$ cat src/rtl/button_event_pkg.sv
// button_event_pkg: constants, parser states and event widths shared by button_event_rx.
// BUTTON_EVENT_TIMESTAMP_EN adds a 16-bit cycle/1024 timestamp to each event.
package button_event_pkg;
    localparam logic [7:0] CMD_ID_DEF  = 8'hF4;
    localparam int         FRAME_LEN   = 5;
    localparam int         PAYLOAD_LEN = FRAME_LEN - 1;
    localparam int         TS_W        = 16;
    localparam int         TS_DIV_W    = 10;

    typedef enum logic [1:0] {ST_IDLE, ST_CMD, ST_PAYLOAD, ST_DISCARD} parser_state_e;

    function automatic int idx_w(input int n);
        return (n > 1) ? $clog2(n) : 1;
    endfunction

    function automatic int evt_w(input int n);
`ifdef BUTTON_EVENT_TIMESTAMP_EN
        return TS_W + 1 + idx_w(n);
`else
        return 1 + idx_w(n);
`endif
    endfunction
endpackage

$ cat src/rtl/button_event_fifo.sv
// button_event_fifo: first-word-fall-through circular buffer with full/empty flags.
module button_event_fifo #(
    parameter int W     = 5,
    parameter int DEPTH = 8
) (
    input  logic         clk,
    input  logic         resetq,
    input  logic         push,
    input  logic [W-1:0] wdata,
    input  logic         pop,
    output logic [W-1:0] rdata,
    output logic         full,
    output logic         empty
);
    localparam int AW = $clog2(DEPTH);
    localparam int CW = AW + 1;

    logic [W-1:0]  mem_q [DEPTH];
    logic [W-1:0]  mem_d [DEPTH];
    logic [AW-1:0] wr_q, wr_d, rd_q, rd_d;
    logic [CW-1:0] cnt_q, cnt_d;
    logic          do_push, do_pop;

    always_comb begin
        full    = cnt_q == CW'(DEPTH);
        empty   = cnt_q == '0;
        do_push = push && !full;
        do_pop  = pop && !empty;
        mem_d   = mem_q;
        if (do_push) mem_d[wr_q] = wdata;
        wr_d    = wr_q + AW'(do_push);
        rd_d    = rd_q + AW'(do_pop);
        cnt_d   = cnt_q + CW'(do_push) - CW'(do_pop);
        rdata   = mem_q[rd_q];
    end

    always_ff @(posedge clk) begin
        mem_q <= mem_d;
    end

    always_ff @(posedge clk or negedge resetq) begin
        if (!resetq) begin
            wr_q  <= '0;
            rd_q  <= '0;
            cnt_q <= '0;
        end else begin
            wr_q  <= wr_d;
            rd_q  <= rd_d;
            cnt_q <= cnt_d;
        end
    end
endmodule

$ cat src/rtl/button_event_rx.sv
// button_event_rx: parses 0xF4 button frames, keeps masked button state, queues press/release events.
// BUTTON_EVENT_TIMESTAMP_EN prefixes each event with a 16-bit cycle/1024 timestamp.
module button_event_rx
    import button_event_pkg::*;
#(
    parameter logic [7:0] CMD_ID     = CMD_ID_DEF,
    parameter int         NBTN       = 16,
    parameter int         FIFO_DEPTH = 8,
    localparam int        IW         = idx_w(NBTN),
    localparam int        EW         = evt_w(NBTN)
) (
    input  logic            clk,
    input  logic            resetq,
    input  logic [7:0]      usr_mosi_data,
    input  logic            usr_mosi_stb,
    input  logic            csn_fall,
    input  logic            csn_rise,
    output logic [NBTN-1:0] btn_state,
    output logic            btn_valid,
    output logic            evt_valid,
    output logic [EW-1:0]   evt_data,
    input  logic            evt_ready,
    output logic            frame_err
);
    parser_state_e   st_q, st_d;
    logic [2:0]      cnt_q, cnt_d;
    logic [31:0]     buf_q, buf_d;
    logic [NBTN-1:0] btn_state_q, btn_state_d, pend_q, pend_d;
    logic [NBTN-1:0] mask, state, diff, clr;
    logic            btn_valid_q, btn_valid_d, frame_err_q, frame_err_d;
    logic [IW-1:0]   ptr_q, ptr_d;
    logic            hit, push, full, empty;
    logic [EW-1:0]   wdata;

    // A byte arriving with csn_rise is counted before the rise is judged.
    always_comb begin
        st_d        = st_q;
        cnt_d       = cnt_q;
        buf_d       = buf_q;
        btn_state_d = btn_state_q;
        btn_valid_d = btn_valid_q;
        frame_err_d = 1'b0;
        diff        = '0;
        if (usr_mosi_stb && st_q == ST_CMD) st_d = (usr_mosi_data == CMD_ID) ? ST_PAYLOAD : ST_DISCARD;
        if (usr_mosi_stb && st_q == ST_PAYLOAD) begin
            buf_d = {buf_q[23:0], usr_mosi_data};
            cnt_d = (cnt_q == 3'(FRAME_LEN)) ? cnt_q : cnt_q + 3'd1;
        end
        mask  = buf_d[16 +: NBTN];
        state = buf_d[0 +: NBTN];
        if (csn_rise && st_d == ST_PAYLOAD && cnt_d == 3'(PAYLOAD_LEN)) begin
            btn_state_d = (btn_state_q & ~mask) | (state & mask);
            btn_valid_d = 1'b1;
            diff        = btn_state_d ^ btn_state_q;
        end
        frame_err_d = csn_rise && st_d == ST_PAYLOAD && cnt_d != 3'(PAYLOAD_LEN);
        if (csn_rise) st_d = ST_IDLE;
        if (csn_fall) begin
            st_d  = ST_CMD;
            cnt_d = '0;
        end
    end

    // Round-robin scanner; a pending bit blocked by a full FIFO holds the pointer.
    always_comb begin
        hit    = pend_q[ptr_q];
        push   = hit && !full;
        clr    = push ? NBTN'(1) << ptr_q : '0;
        ptr_d  = (hit && full) ? ptr_q : (ptr_q == IW'(NBTN - 1)) ? '0 : ptr_q + 1'b1;
        pend_d = (pend_q & ~clr) ^ diff;
    end

`ifdef BUTTON_EVENT_TIMESTAMP_EN
    logic [TS_W+TS_DIV_W-1:0] tick_q, tick_d;
    assign tick_d = tick_q + 1'b1;
    assign wdata  = {tick_q[TS_DIV_W +: TS_W], btn_state_q[ptr_q], ptr_q};
    always_ff @(posedge clk or negedge resetq) begin
        if (!resetq) tick_q <= '0;
        else         tick_q <= tick_d;
    end
`else
    assign wdata = {btn_state_q[ptr_q], ptr_q};
`endif

    always_ff @(posedge clk or negedge resetq) begin
        if (!resetq) begin
            st_q        <= ST_IDLE;
            cnt_q       <= '0;
            buf_q       <= '0;
            btn_state_q <= '0;
            btn_valid_q <= 1'b0;
            frame_err_q <= 1'b0;
            pend_q      <= '0;
            ptr_q       <= '0;
        end else begin
            st_q        <= st_d;
            cnt_q       <= cnt_d;
            buf_q       <= buf_d;
            btn_state_q <= btn_state_d;
            btn_valid_q <= btn_valid_d;
            frame_err_q <= frame_err_d;
            pend_q      <= pend_d;
            ptr_q       <= ptr_d;
        end
    end

    button_event_fifo #(.W(EW), .DEPTH(FIFO_DEPTH)) u_fifo (
        .clk    (clk),
        .resetq (resetq),
        .push   (push),
        .wdata  (wdata),
        .pop    (evt_ready),
        .rdata  (evt_data),
        .full   (full),
        .empty  (empty)
    );

    assign btn_state = btn_state_q;
    assign btn_valid = btn_valid_q;
    assign frame_err = frame_err_q;
    assign evt_valid = !empty;
endmodule

$ cat config.mk
export PLATFORM = sky130hd
export DESIGN_NAME = button_event_rx
export DESIGN_NICKNAME = d
export VERILOG_FILES = /design/src/rtl/button_event_pkg.sv /design/src/rtl/button_event_fifo.sv /design/src/rtl/button_event_rx.sv
export SDC_FILE = /design/constraint.sdc
export NUM_CORES = 1
export LEC_CHECK = 0
export ABC_AREA = 1
export BUFFER_PORTS_ARGS = -buffer_cell sky130_fd_sc_hd__buf_2
export CORE_ASPECT_RATIO = 0.8
export CORE_UTILIZATION = 45
export DETAILED_ROUTE_END_ITERATION = 6
export SLEW_MARGIN = 20
export SYNTH_ARGS = -nofsm -noshare
export SYNTH_HDL_FRONTEND = slang
export SYNTH_SLANG_ARGS = --single-unit
export TNS_END_PERCENT = 100
$ cat constraint.sdc
create_clock -name clk -period 2.61 [get_ports clk]
set_input_delay 0.1305 -clock clk [delete_from_list [all_inputs] [get_ports clk]]
set_output_delay 0.1305 -clock clk [all_outputs]
set_load 0.1 [all_outputs]
* Word level (Yosys, flattened, before mapping)
Cells that the tools add are included.
** Word-level totals
- Input bits :: 14
- Memories kept :: 0
- Word-level logic and storage cells :: 83
- Bits in registers :: 125
- RAM bits :: 0
- Latch bits :: 0
- ROM bits :: 0
** Operators by class
- Magnitude comparators :: 4
- Reductions and logical operators :: 13
- Muxes and demuxes :: 21
- Divide/modulo/power cells :: 0
- Equality and inequality tests :: 9
- Shifts and indexed selects :: 1
- Multipliers :: 0
- $add $sub $neg :: 6
- Bitwise gates (word level) :: 10
** Operator list (count)
- AND 16 bit :: 3
- bitwise mux 40 bit :: 1
- two-way mux 16 bit :: 2
- two-way mux 32 bit :: 1
- NOT 16 bit :: 2
- bitwise XOR 16 bit :: 2
- bitwise OR 16 bit :: 1
- left shift 1 x 4 -> 16 bit, first input constant :: 1
- binary-select mux 5 bit (select 3 bit) :: 1
- demux 5 bit (select 3 bit) :: 1
- two-way mux 5 bit :: 3
- logical AND 1 bit :: 10
- two-way mux 3 bit :: 3
- binary-select mux 1 bit (select 4 bit) :: 2
- equality test 4 bit, second input constant :: 2
- equality test 8 bit, second input constant :: 1
- >= comparator 4 bit, second input constant :: 2
- NOT 3 -> 4 bit :: 2
- adder 3 x 1 -> 3 bit :: 2
- equality test 3 bit, second input constant :: 2
- two-way mux 2 bit :: 3
- < comparator 4 x 5 -> 1 bit, second input constant :: 1
- adder 4 x 1 -> 4 bit :: 1
- adder 4 x 1 -> 4 bit, second input constant :: 1
- 10 further kinds :: 14

* Logic depth before layout (Yosys ltp)
Gate-level depths: netlist (run 1).
- Word-level depth :: 9
- Mapped depth :: 14

* Modules after synthesis
A second synthesis (run 1) with hierarchy kept.
** Unflattened totals
- Cells, all modules :: 860
- Area total of the unflattened synthesis :: 6610.1 µm²
** By module, submodules not included
- button_event_rx :: cells an instance 625, instances 1, area an instance 4274.1 µm²
- button_event_fifo :: cells an instance 235, instances 1, area an instance 2336.0 µm²

* Worst setup path after synthesis (run 1)
Ideal clock, no wire load.
- Path type :: register to register
- Start :: register u_fifo.cnt_q[2]
- End :: register u_fifo.cnt_q[2]
- Setup time :: 0.123 ns
- Stages on the path, launching flop included :: 11
- Path buffers :: 0
- Slack :: -0.287 ns
- Arrival time :: 2.775 ns
- Required time :: 2.487 ns
- Period minus slack after synthesis :: 2.897 ns
- Cell sequence :: dfrtp_1 > inv_1 > ha_1 > nand3_1 > and2_1 > ha_1 > inv_1 > ha_1 > inv_1 > fa_1 > xnor2_1
** RTL lines
- from (decl) :: RTL line button_event_fifo.sv:21 : logic [CW-1:0] cnt_q, cnt_d;
- from (signal assigned) :: RTL line button_event_fifo.sv:49 : cnt_q <= cnt_d;
- logical NOT 4 bit :: RTL line button_event_fifo.sv:26 : empty = cnt_q == '0;
- logical NOT 1 bit
- net evt_valid :: RTL line button_event_rx.sv:20 : output logic evt_valid,
- logical AND 1 bit :: RTL line button_event_fifo.sv:28 : do_pop = pop && !empty;
- subtractor 4 x 1 -> 4 bit :: RTL line button_event_fifo.sv:33 : cnt_d = cnt_q + CW'(do_push) - CW'(do_pop);
- net u_fifo.cnt_d[2] :: RTL line button_event_fifo.sv:21
The timed path passes the listed nets, and every way through them passes these cells.
A chain may end at the register's enable or synchronous reset.

* Worst setup path after layout (run 1)
- Start :: register u_fifo.rd_q[0]
- End :: output evt_data[3]
** On the way
- Cells in the longest elaborated chain, start to end :: 4
** RTL lines
- from (decl) :: RTL line button_event_fifo.sv:20 : logic [AW-1:0] wr_q, wr_d, rd_q, rd_d;
- from (signal assigned) :: RTL line button_event_fifo.sv:48 : rd_q <= rd_d;
- NOT 3 -> 4 bit (not written as such) :: RTL line button_event_fifo.sv:34 : rdata = mem_q[rd_q];
- binary-select mux 5 bit (select 3 bit) :: RTL line button_event_fifo.sv:34
- two-way mux 5 bit (not written as such) (2 in a row) :: RTL line button_event_fifo.sv:34
- to (decl) :: RTL line button_event_rx.sv:21 : output logic [EW-1:0] evt_data,
No other way between the ends. The select of a mux whose other input is x is not followed.

==> flow_summary.ini, run 1 <==
[die]
fp.dieH_um = 109
coreArea_um2 = 13800
die-area_um2 = 14900
io_pins = 38
die_w_um = 136
start_util = 0.469
rows = 38

[logic_synthesis]
synth-seq-area-share = 0.513
post_synth.cell_area_avg_um2 = 8.35
synth.top_cell.area_share = 0.328
synth-seq-cells = 125
synth_common_cells = nand2_1, dfrtp_1, nand3_1
yosys-top-cells-area = dfrtp_1, edfxtp_1, nand2_1
synth-async-reset-ratio = 0.680
synthFlopType = dfrtp_1
synth.most_common_cell = nand2_1
synth_top_area_cell = dfrtp_1
ys_warn_count = 0
syn_inst = 777
syn_area_um2 = 6490
synth-edff-count = 40
ys_types = 36
syn_nets = 810

[routing]
drt-initial-drc-count = 304
vias = 5379
via_per_inst = 5.27
routedWlPerCell_um = 14.9
final_antenna_net_count = 0
dr.pass1.iters = 5
drt-total-wl_um = 15200
drc = 0

[timing]
fin_crit_ps = 2400
fmax_mhz = 417
finClkSkew_ps = 8.67
finalCritPeriodShare = 0.920
final_max_slew_viol_count = 0
finalHoldViolCount = 0
tightest_slew_ps = 758
setup_ws_ps = 210
rsz0062_at_grt = false
slew_headroom = 0.495
tns_ps = 0
setup_viol = 0

[clock_network]
numCtsBuffers = 17
ctsHoldBuffers = 4
clock_sinks = 125
cts_root_buffer = clkbuf_16
htree_levels = 4
cts_resized = 0
postCtsSetupBuffers = 0
clk_latency_ps = 420
clk_pin_slew_ps = 60
cts_tree = built
cts.path.max_buffers = 2

[flow_run]
drv_cap = 0

[placed_design]
post_dp_cell_area_um2 = 6890
port_buffers = 37
hpwl_um = 10800
gp_congestion = 0.863
post-place-ws_ps = 254

[global_route]
grt_use_total = 0.228
grt_max_degree = 57
antenna_found_initial = 0
grt-ovfl-total = 0
grt_pass1_vias = 5133
grt_pass1_wl_um = 25300

[pwr]
max-vdd-ir-drop_mv = 0.735
p_per_area_nw_per_um2 = 1010
p_leak_nw = 3.56
power_w = 0.00763

[setup_path]
critPathRequiredTime_ps = 2480
critPathKind = reg2out
arrival_ps = 2270
critPathMaxFanout = 20
critPathLaunchType = flop
end_kind = output port

[final_layout]
drive_gt1_frac = 0.150
syn_to_final_growth_pct = 16.4
stdcell_area_um2 = 7550
nFillCells = 1230
nNetsFinal = 860
n_antenna_cell = 0
multi_input_area_um2 = 2680
register_area_um2 = 3330

[min_path]
hold_class = in2reg

[status]
outcome = finished, final reports clean
## sequential cells by signal, indices dropped and copies added (netlist names)
register	cells
u_fifo.cnt_q	4
pend_q	16
u_fifo.rd_q	3
cnt_q	3
ptr_q	4
buf_q	32
frame_err	1
btn_state	16
u_fifo.mem_q	40
btn_valid	1
st_q	2
u_fifo.wr_q	3
## path summary, 6_finish.rpt
| path | start | end | slack [ps] | depth (start not counted) |
|---|---|---|---|---|
| max in group asynchronous | resetq | u_fifo.cnt_q[3]$_DFF_PN0_ | 1680 | 3 |
| setup / recovery | u_fifo.rd_q[0]$_DFF_PN0_ | evt_data[3] | 210 | 6 |
| setup reg to reg | ptr_q[0]$_DFFE_PN0N_ | u_fifo.mem_q[8]$_DFFE_PP_ | 220 | 9 |
| hold reg to reg | btn_valid$_DFFE_PN0P_ | btn_valid$_DFFE_PN0P_ | 470 | 1 |
| hold / removal | usr_mosi_data[7] | buf_q[7]$_DFF_PN0_ | 20 | 3 |
| min in group asynchronous | resetq | buf_q[26]$_DFF_PN0_ | 310 | 2 |
## kinds of logic (layout without fill, tap and decap cells)
group	Yosys count	after routing	share of synthesized area
buffers and inverters	116	179	0.0802
xor gates and xnor gates	6	6	0.00810
and+or+nand+nor	414	414	0.280
DFF	125	125	0.513
AOI/OAI and AO/OA	97	97	0.0812
adders and majority gates	19	19	0.0378
## placed cells by master, fill, tap and decap left out, types with 3 or more instances in the layout
| cell type | Yosys | layout |
|---|---|---|
| nand2_1 | 217 | 217 |
| dfrtp_1 | 85 | 85 |
| nand3_1 | 84 | 83 |
| inv_1 | 81 | 81 |
| o21ai_0 | 59 | 59 |
| nor2_1 | 53 | 53 |
| edfxtp_1 | 40 | 40 |
| buf_2 | 4 | 36 |
| nand2_2 | 23 | 23 |
| ha_1 | 18 | 18 |
| clkbuf_16 | 0 | 18 |
| nand4_1 | 16 | 16 |
| buf_4 | 3 | 16 |
| nor3_1 | 13 | 13 |
| a21oi_1 | 10 | 10 |
| o21ai_1 | 10 | 10 |
| clkinv_1 | 7 | 7 |
| o22ai_1 | 5 | 5 |
| a31oi_2 | 0 | 5 |
| o21ai_2 | 4 | 4 |
| xor2_1 | 4 | 4 |
| dlygate4sd3_1 | 0 | 4 |
| clkinv_2 | 0 | 3 |
| bufinv_16 | 0 | 3 |
| clkinv_4 | 0 | 3 |
| inv_6 | 0 | 3 |
## area by class of cell
type	count	share of cell area
Sequential cell	125	0.441
Clock buffer	20	0.0620
Tap cell	180	0.0298
Inverter	90	0.0447
Timing Repair Buffer	57	0.0477
Clock inverter	12	0.0209
Multi-Input combinational cell	536	0.354
## routing by layer
metal  GRT usage  vias to the layer above  share of wire
li1            -                     2646              -
met1       0.316                     2593           0.49
met2       0.350                      116           0.45
met3      0.0493                       24          0.039
met4      0.0865                        0          0.018
met5           0                        -              0
## worst max-delay path, stage by stage (launching register included)
cell     delay (ps)
dfrtp_1         370
inv_1           410
o21ai_0         180
o22ai_1         200
nor2_1           90
a31oi_2         150
buf_2           450
## metrics by stage
stage          cells  utilization  hold slack (ps)
3_3_place_gp     984        0.498              239
3_5_place_dp     984        0.498              244
5_1_grt         1020        0.546             27.7
2_1_floorplan    777            -             -165
4_1_cts         1020        0.546             8.10
6_report        1020        0.546             18.0
## where the power goes
group | switching [W] | internal, W | total, W | leakage [nW]
logic | 0.00200 | 0.000643 | 0.00264 | 1.84
registers | 0.000161 | 0.00233 | 0.00249 | 1.41
clock network | 0.000906 | 0.00159 | 0.00250 | 0.310
total | 0.00307 | 0.00456 | 0.00763 | 3.56
No activity file was read; power rests on OpenSTA's default activity.
==> run 2, diff against run 1 <==
--- a/config.mk
+++ b/config.mk
@@ -7,9 +7,10 @@
 export LEC_CHECK = 0
 export ABC_AREA = 1
 export BUFFER_PORTS_ARGS = -buffer_cell sky130_fd_sc_hd__buf_2
-export CORE_ASPECT_RATIO = 0.8
 export CORE_UTILIZATION = 45
+export CTS_BUF_LIST = sky130_fd_sc_hd__clkbuf_8
 export DETAILED_ROUTE_END_ITERATION = 6
+export GPL_TIMING_DRIVEN = 1
 export SLEW_MARGIN = 20
 export SYNTH_ARGS = -nofsm -noshare
 export SYNTH_HDL_FRONTEND = slang
==> run 2 against run 1 <==
Compared with the run above: hold slack improved by 17 ps; core utilization fell by 1.9 points; cell count rose by 0.69%; highest routed layer unchanged; critical endpoint is now u_fifo.mem_q[10]$_DFFE_PP_; clock skew rose by 3.5 ps; largest power group unchanged; via count fell by 1.1%.
==> flow_summary.ini, run 2 (synthesis gave the netlist of run 1 again) <==
[status]
outcome = finished, final reports clean

[setup_path]
ff2ff_setup_slack_ps = 230
reg2reg_depth = 9
end_kind = flop
critPathMaxFanout = 15
crit_path_frequent_cell = nand2_1
reg2reg_to = u_fifo.mem_q[10]$_DFFE_PP_
critPathRequiredTime_ps = 2710
crit_chain = buf_4 -> nand2_1 -> nand2_1 -> nand2_1 -> nand3_1 -> nand3_1 -> a21oi_1 -> nand2_1 -> nor2_1
critPathKind = reg2reg
critPathCapture = u_fifo.mem_q[10]$_DFFE_PP_
slowest_stage = dfrtp_1
cpLargestDelayFamily = simple AND/OR/NAND/NOR gates
critPathMaxStageDelay_ps = 410
cp.buffers_inverters = 1
arrival_ps = 2470
critPathLaunchType = flop
crit_start = ptr_q[0]$_DFFE_PN0N_
cp.depth = 9
r2r_start = ptr_q[0]$_DFFE_PN0N_

[clock_network]
cts_root_buffer = clkbuf_8
clock_sinks = 125
clk_latency_ps = 460
cts.path.max_buffers = 2
postCtsSetupBuffers = 0
ctsHoldBuffers = 7
cts_resized = 0
cts_tree = built
htree_levels = 4
clk_pin_slew_ps = 70
numCtsBuffers = 17

[placed_design]
hpwl_um = 10900
gp_congestion = 0.865
post-place-ws_ps = 250
port_buffers = 37

[timing]
finalHoldViolCount = 0
rsz0062_at_grt = false
tns_ps = 0
finClkSkew_ps = 12.2
hold_slack_ps = 35.4
setup_viol = 0
setup_ws_ps = 234
fin_crit_ps = 2380
final_max_slew_viol_count = 0
tightest_slew_ps = 722
finalCritPeriodShare = 0.910
fmax_mhz = 421
slew_headroom = 0.519

[global_route]
grt_max_degree = 54
grt_use_total = 0.222
grt_pass1_wl_um = 25100
globalRouteMet3Util = 0.0566
grtUsageMet1 = 0.285
antenna_found_initial = 0
grt-ovfl-total = 0
busiest_layer = met2
grt_pass1_vias = 5242
grtUsageMet2 = 0.358

[die]
die-area_um2 = 14900
coreArea_um2 = 14000
die_w_um = 122
io_pins = 38
fp.dieH_um = 122
start_util = 0.464
rows = 43

[final_layout]
largest_reg_flops = 40
n_antenna_cell = 0
final_cell_mix = nand2_1, inv_1, dfrtp_1, nand3_1, o21ai_0
drive_gt1_frac = 0.149
top_register = u_fifo.mem_q
top_regs = u_fifo.mem_q x40, buf_q x32
layout_commonest_cell = nand2_1
syn_to_final_growth_pct = 13.6
nNetsFinal = 867
nFillCells = 1307

[flow_run]
drv_cap = 0

[pwr]
max-vdd-ir-drop_mv = 0.450
p_leak_nw = 3.50
p_per_area_nw_per_um2 = 913

[routing]
drt-total-wl_um = 15000
via_per_inst = 5.18
drt-initial-drc-count = 378
dr.pass1.iters = 5
drc = 0
final_antenna_net_count = 0
routedWlPerCell_um = 14.6
vias = 5320

[min_path]
hold_class = in2reg
==> run 2: cell types whose count changed in the layout (fill, tap and decap cells not counted), sizes merged <==
cell,previous run,this run
clkbuf,20,19
buf,53,57
bufinv,3,2
dlygate4sd3,4,7
clkinv,13,12
inv,86,88
clkinvlp,0,1
==> run 2: area by class of cell <==
| cell class | instances | area (µm²) | share of cell area |
|---|---|---|---|
| Clock buffer | 19 | 262 | 0.0355 |
| Clock inverter | 13 | 111 | 0.0151 |
| Inverter | 90 | 338 | 0.0458 |
| Multi-Input combinational cell | 536 | 2680 | 0.363 |
| Sequential cell | 125 | 3330 | 0.451 |
| Tap cell | 180 | 225 | 0.0305 |
| Timing Repair Buffer | 64 | 433 | 0.0587 |
==> run 2: tightest hold or removal path: stages <==
cell	delay [ps]
buf_2	100
inv_1	50
o21ai_0	130
==> run 2: power by group <==
part / switching, W / total, W / internal (W)
logic: 0.00195 / 0.00261 / 0.000659
registers: 0.000182 / 0.00251 / 0.00233
clock network: 0.000739 / 0.00161 / 0.000870
==> run 2: metal layers <==
layer,part of all wire,up-vias
met5,0,-
met1,0.46,2518
li1,-,2653
met3,0.046,27
met4,0.021,0
met2,0.47,122
==> run 2: worst min path at each step <==
stage,start,end,slack (ps),cells after the start
after floorplan,resetq,btn_state[0]$_DFFE_PN0P_,-170,0
after global placement,resetq,buf_q[27]$_DFF_PN0_,240,1
after detailed placement,resetq,buf_q[19]$_DFF_PN0_,240,1
after CTS,usr_mosi_data[3],buf_q[3]$_DFF_PN0_,7,3
after global routing,usr_mosi_data[3],buf_q[3]$_DFF_PN0_,60,3
final,usr_mosi_data[3],buf_q[3]$_DFF_PN0_,40,3
==> run 2: stage by stage <==
step	total power, W	area (µm²)	util	cells
detailed placement	0.00517	6930	0.495	988
finish	0.00673	7370	0.527	1027
global route	0.00713	7370	0.527	1027
global placement	0.00511	6930	0.495	988
CTS	0.00681	7370	0.527	1027
floorplan	0.00454	6530	-	777
==> run 3, diff against run 2 <==
--- a/config.mk
+++ b/config.mk
@@ -5,7 +5,6 @@
 export SDC_FILE = /design/constraint.sdc
 export NUM_CORES = 1
 export LEC_CHECK = 0
-export ABC_AREA = 1
 export BUFFER_PORTS_ARGS = -buffer_cell sky130_fd_sc_hd__buf_2
 export CORE_UTILIZATION = 45
 export CTS_BUF_LIST = sky130_fd_sc_hd__clkbuf_8
==> run 3 against run 2 <==
Compared with the run above: area after synthesis fell by 9.0%; critical path type unchanged; core utilization is 1.6 points higher; sequential share of layout area rose by 3.0 points; non-clock buffer count up 10; routed wire length shrank 22%.
==> flow_summary.ini, run 3 <==
[die]
fp.dieH_um = 117
io_pins = 38
start_util = 0.464
rows = 41
die-area_um2 = 13600
coreArea_um2 = 12700
die_w_um = 117

[pwr]
p_leak_nw = 3.17
max-vdd-ir-drop_mv = 0.378
p_per_area_nw_per_um2 = 983

[timing]
fmax_mhz = 409
finalCritPeriodShare = 0.936
final_max_slew_viol_count = 0
rsz0062_at_grt = false
fin_crit_ps = 2440
finalHoldViolCount = 0
slew_headroom = 0.537
finClkSkew_ps = 12.5
setup_viol = 0
hold_slack_ps = 75.4
tns_ps = 0
tightest_slew_ps = 695

[routing]
vias = 3669
final_antenna_net_count = 0
via_per_inst = 5.17
drt-total-wl_um = 11700
drt-initial-drc-count = 191
drc = 0
routedWlPerCell_um = 16.5
dr.pass1.iters = 5

[logic_synthesis]
synthMuxAreaShare = 0.155
synth.most_common_cell = dfrtp_1
synth-seq-area-share = 0.564
synth-simple-area-share = 0.109
synth.top_cell.area_share = 0.360
synth-async-reset-ratio = 0.680
post_synth.cell_area_avg_um2 = 13.2
syn_inst = 447
ys_warn_count = 0
synth_top_family_by_area = multiplexers
synth-seq-cells = 125
yosys.area_share.xor_xnor = 0.0549
ys_types = 50
synth_common_cells = dfrtp_1, nand2_1, edfxtp_1
synth_top_area_cell = dfrtp_1
syn_area_um2 = 5900
synth_fa_ha_area_frac = 0.0415
syn_nets = 480
synthFlopType = dfrtp_1
synth-edff-count = 40
yosys-top-cells-area = dfrtp_1, edfxtp_1, mux4_2
synth_compound_area_frac = 0.0504

[final_layout]
largest_reg_flops = 40
nNetsFinal = 558
top_regs = u_fifo.mem_q x40, buf_q x32
top_register = u_fifo.mem_q
syn_to_final_growth_pct = 17.1
final_cell_mix = dfrtp_1, nand2_1, edfxtp_1, buf_2, xor2_1
drive_gt1_frac = 0.297
n_antenna_cell = 0
layout_commonest_cell = dfrtp_1

[min_path]
timing.hold.worst_endpoint = u_fifo.rd_q[0]$_DFF_PN0_
hold_class = in2reg
hold_depth = 3
holdCritStartpoint = evt_ready

[placed_design]
hpwl_um = 8330
port_buffers = 37
gp_congestion = 0.809

[global_route]
antenna_found_initial = 0
grt_use_total = 0.196
grt_pass1_wl_um = 19400
grt-ovfl-total = 0
grt_max_degree = 55
grt_pass1_vias = 3724

[clock_network]
numCtsBuffers = 17
ctsHoldBuffers = 12
clk_pin_slew_ps = 70
htree_levels = 4
cts_resized = 0
clock_sinks = 125
postCtsSetupBuffers = 0
cts_tree = built
clk_latency_ps = 440
cts.path.max_buffers = 2
cts_root_buffer = clkbuf_8

[setup_path]
critPathLaunchType = flop
critPathMaxFanout = 33
arrival_ps = 2770
ff2ff_setup_slack_ps = 170
critPathKind = reg2reg
reg2reg_to = btn_state[10]$_DFFE_PN0P_
end_kind = flop
r2r_start = cnt_q[0]$_DFF_PN0_
critPathRequiredTime_ps = 2930
reg2reg_depth = 7

[flow_run]
drv_cap = 0

[status]
outcome = finished, final reports clean
run 3: cell count changes after synthesis, sizes merged, moves of 17 or more:
| cell | previous run | this run |
|---|---|---|
| nand2 | 240 | 77 |
| inv | 83 | 15 |
| nand3 | 85 | 22 |
| o21ai | 73 | 10 |
| nor2 | 57 | 12 |
| mux2 | 0 | 40 |
| xor2 | 4 | 30 |
| mux4 | 0 | 17 |
run 3: cells by family after synthesis:
| kind of cell | after synthesis |
|---|---|
| simple gates | 139 |
| fa+ha+maj | 19 |
| mux | 60 |
| flops | 125 |
| xor+xnor | 37 |
| buf+inv | 31 |
| compound gates | 36 |
run 3: metrics by stage:
| stage | std cells | power (W) | util | cell area [µm²] | worst slack (ps) |
|---|---|---|---|---|---|
| after floorplan | 447 | 0.00466 | - | 5910 | 134 |
| after global placement | 666 | 0.00528 | 0.506 | 6440 | 227 |
| after detailed placement | 666 | 0.00533 | 0.506 | 6440 | 164 |
| after CTS | 710 | 0.00688 | 0.543 | 6910 | 151 |
| after global routing | 710 | 0.00720 | 0.543 | 6910 | 52.3 |
| final | 710 | 0.00679 | 0.543 | 6910 | 168 |
run 3: worst max-delay path, stage by stage (launching register included):
cell and delay, ps:
dfrtp_1 440, ha_1 260, or3b_4 420, a2111oi_4 400, o211a_4 220, buf_12 180
nand2_1 100, mux2_4 300
run 3: layout make-up:
type / instances / area, µm²
Fill cell: 1171 / 5810
Timing Repair Buffer: 74 / 533
Clock inverter: 13 / 88.8
Multi-Input combinational cell: 291 / 2420
Inverter: 16 / 60.1
Tap cell: 172 / 215
Sequential cell: 125 / 3330
Clock buffer: 19 / 262
run 3: how the worst max path moves through the flow:
stage | start | endpoint | slack [ps] | cells after the start
6_report | cnt_q[0]$_DFF_PN0_ | btn_state[10]$_DFFE_PN0P_ | 170 | 7
3_5_place_dp | cnt_q[0]$_DFF_PN0_ | btn_state[10]$_DFFE_PN0P_ | 160 | 7
4_1_cts | cnt_q[0]$_DFF_PN0_ | btn_state[10]$_DFFE_PN0P_ | 150 | 7
2_1_floorplan | ptr_q[1]$_DFFE_PN0N_ | u_fifo.cnt_q[1]$_DFF_PN0_ | 130 | 8
5_1_grt | ptr_q[0]$_DFFE_PN0N_ | u_fifo.cnt_q[1]$_DFF_PN0_ | 50 | 9
3_3_place_gp | cnt_q[0]$_DFF_PN0_ | btn_state[4]$_DFFE_PN0P_ | 230 | 7
run 3: routing by layer:
layer	vias to the layer above	track usage	wire length, µm
met5	-	0	0
met4	0	0.0835	129
met3	9	0.0477	423
met2	55	0.305	5650
met1	1861	0.263	5510
li1	1744	-	-
run 3: where the power goes:
part,switching [W],internal (W)
clock network,0.000722,0.000775
logic,0.00159,0.000967
registers,0.000276,0.00247
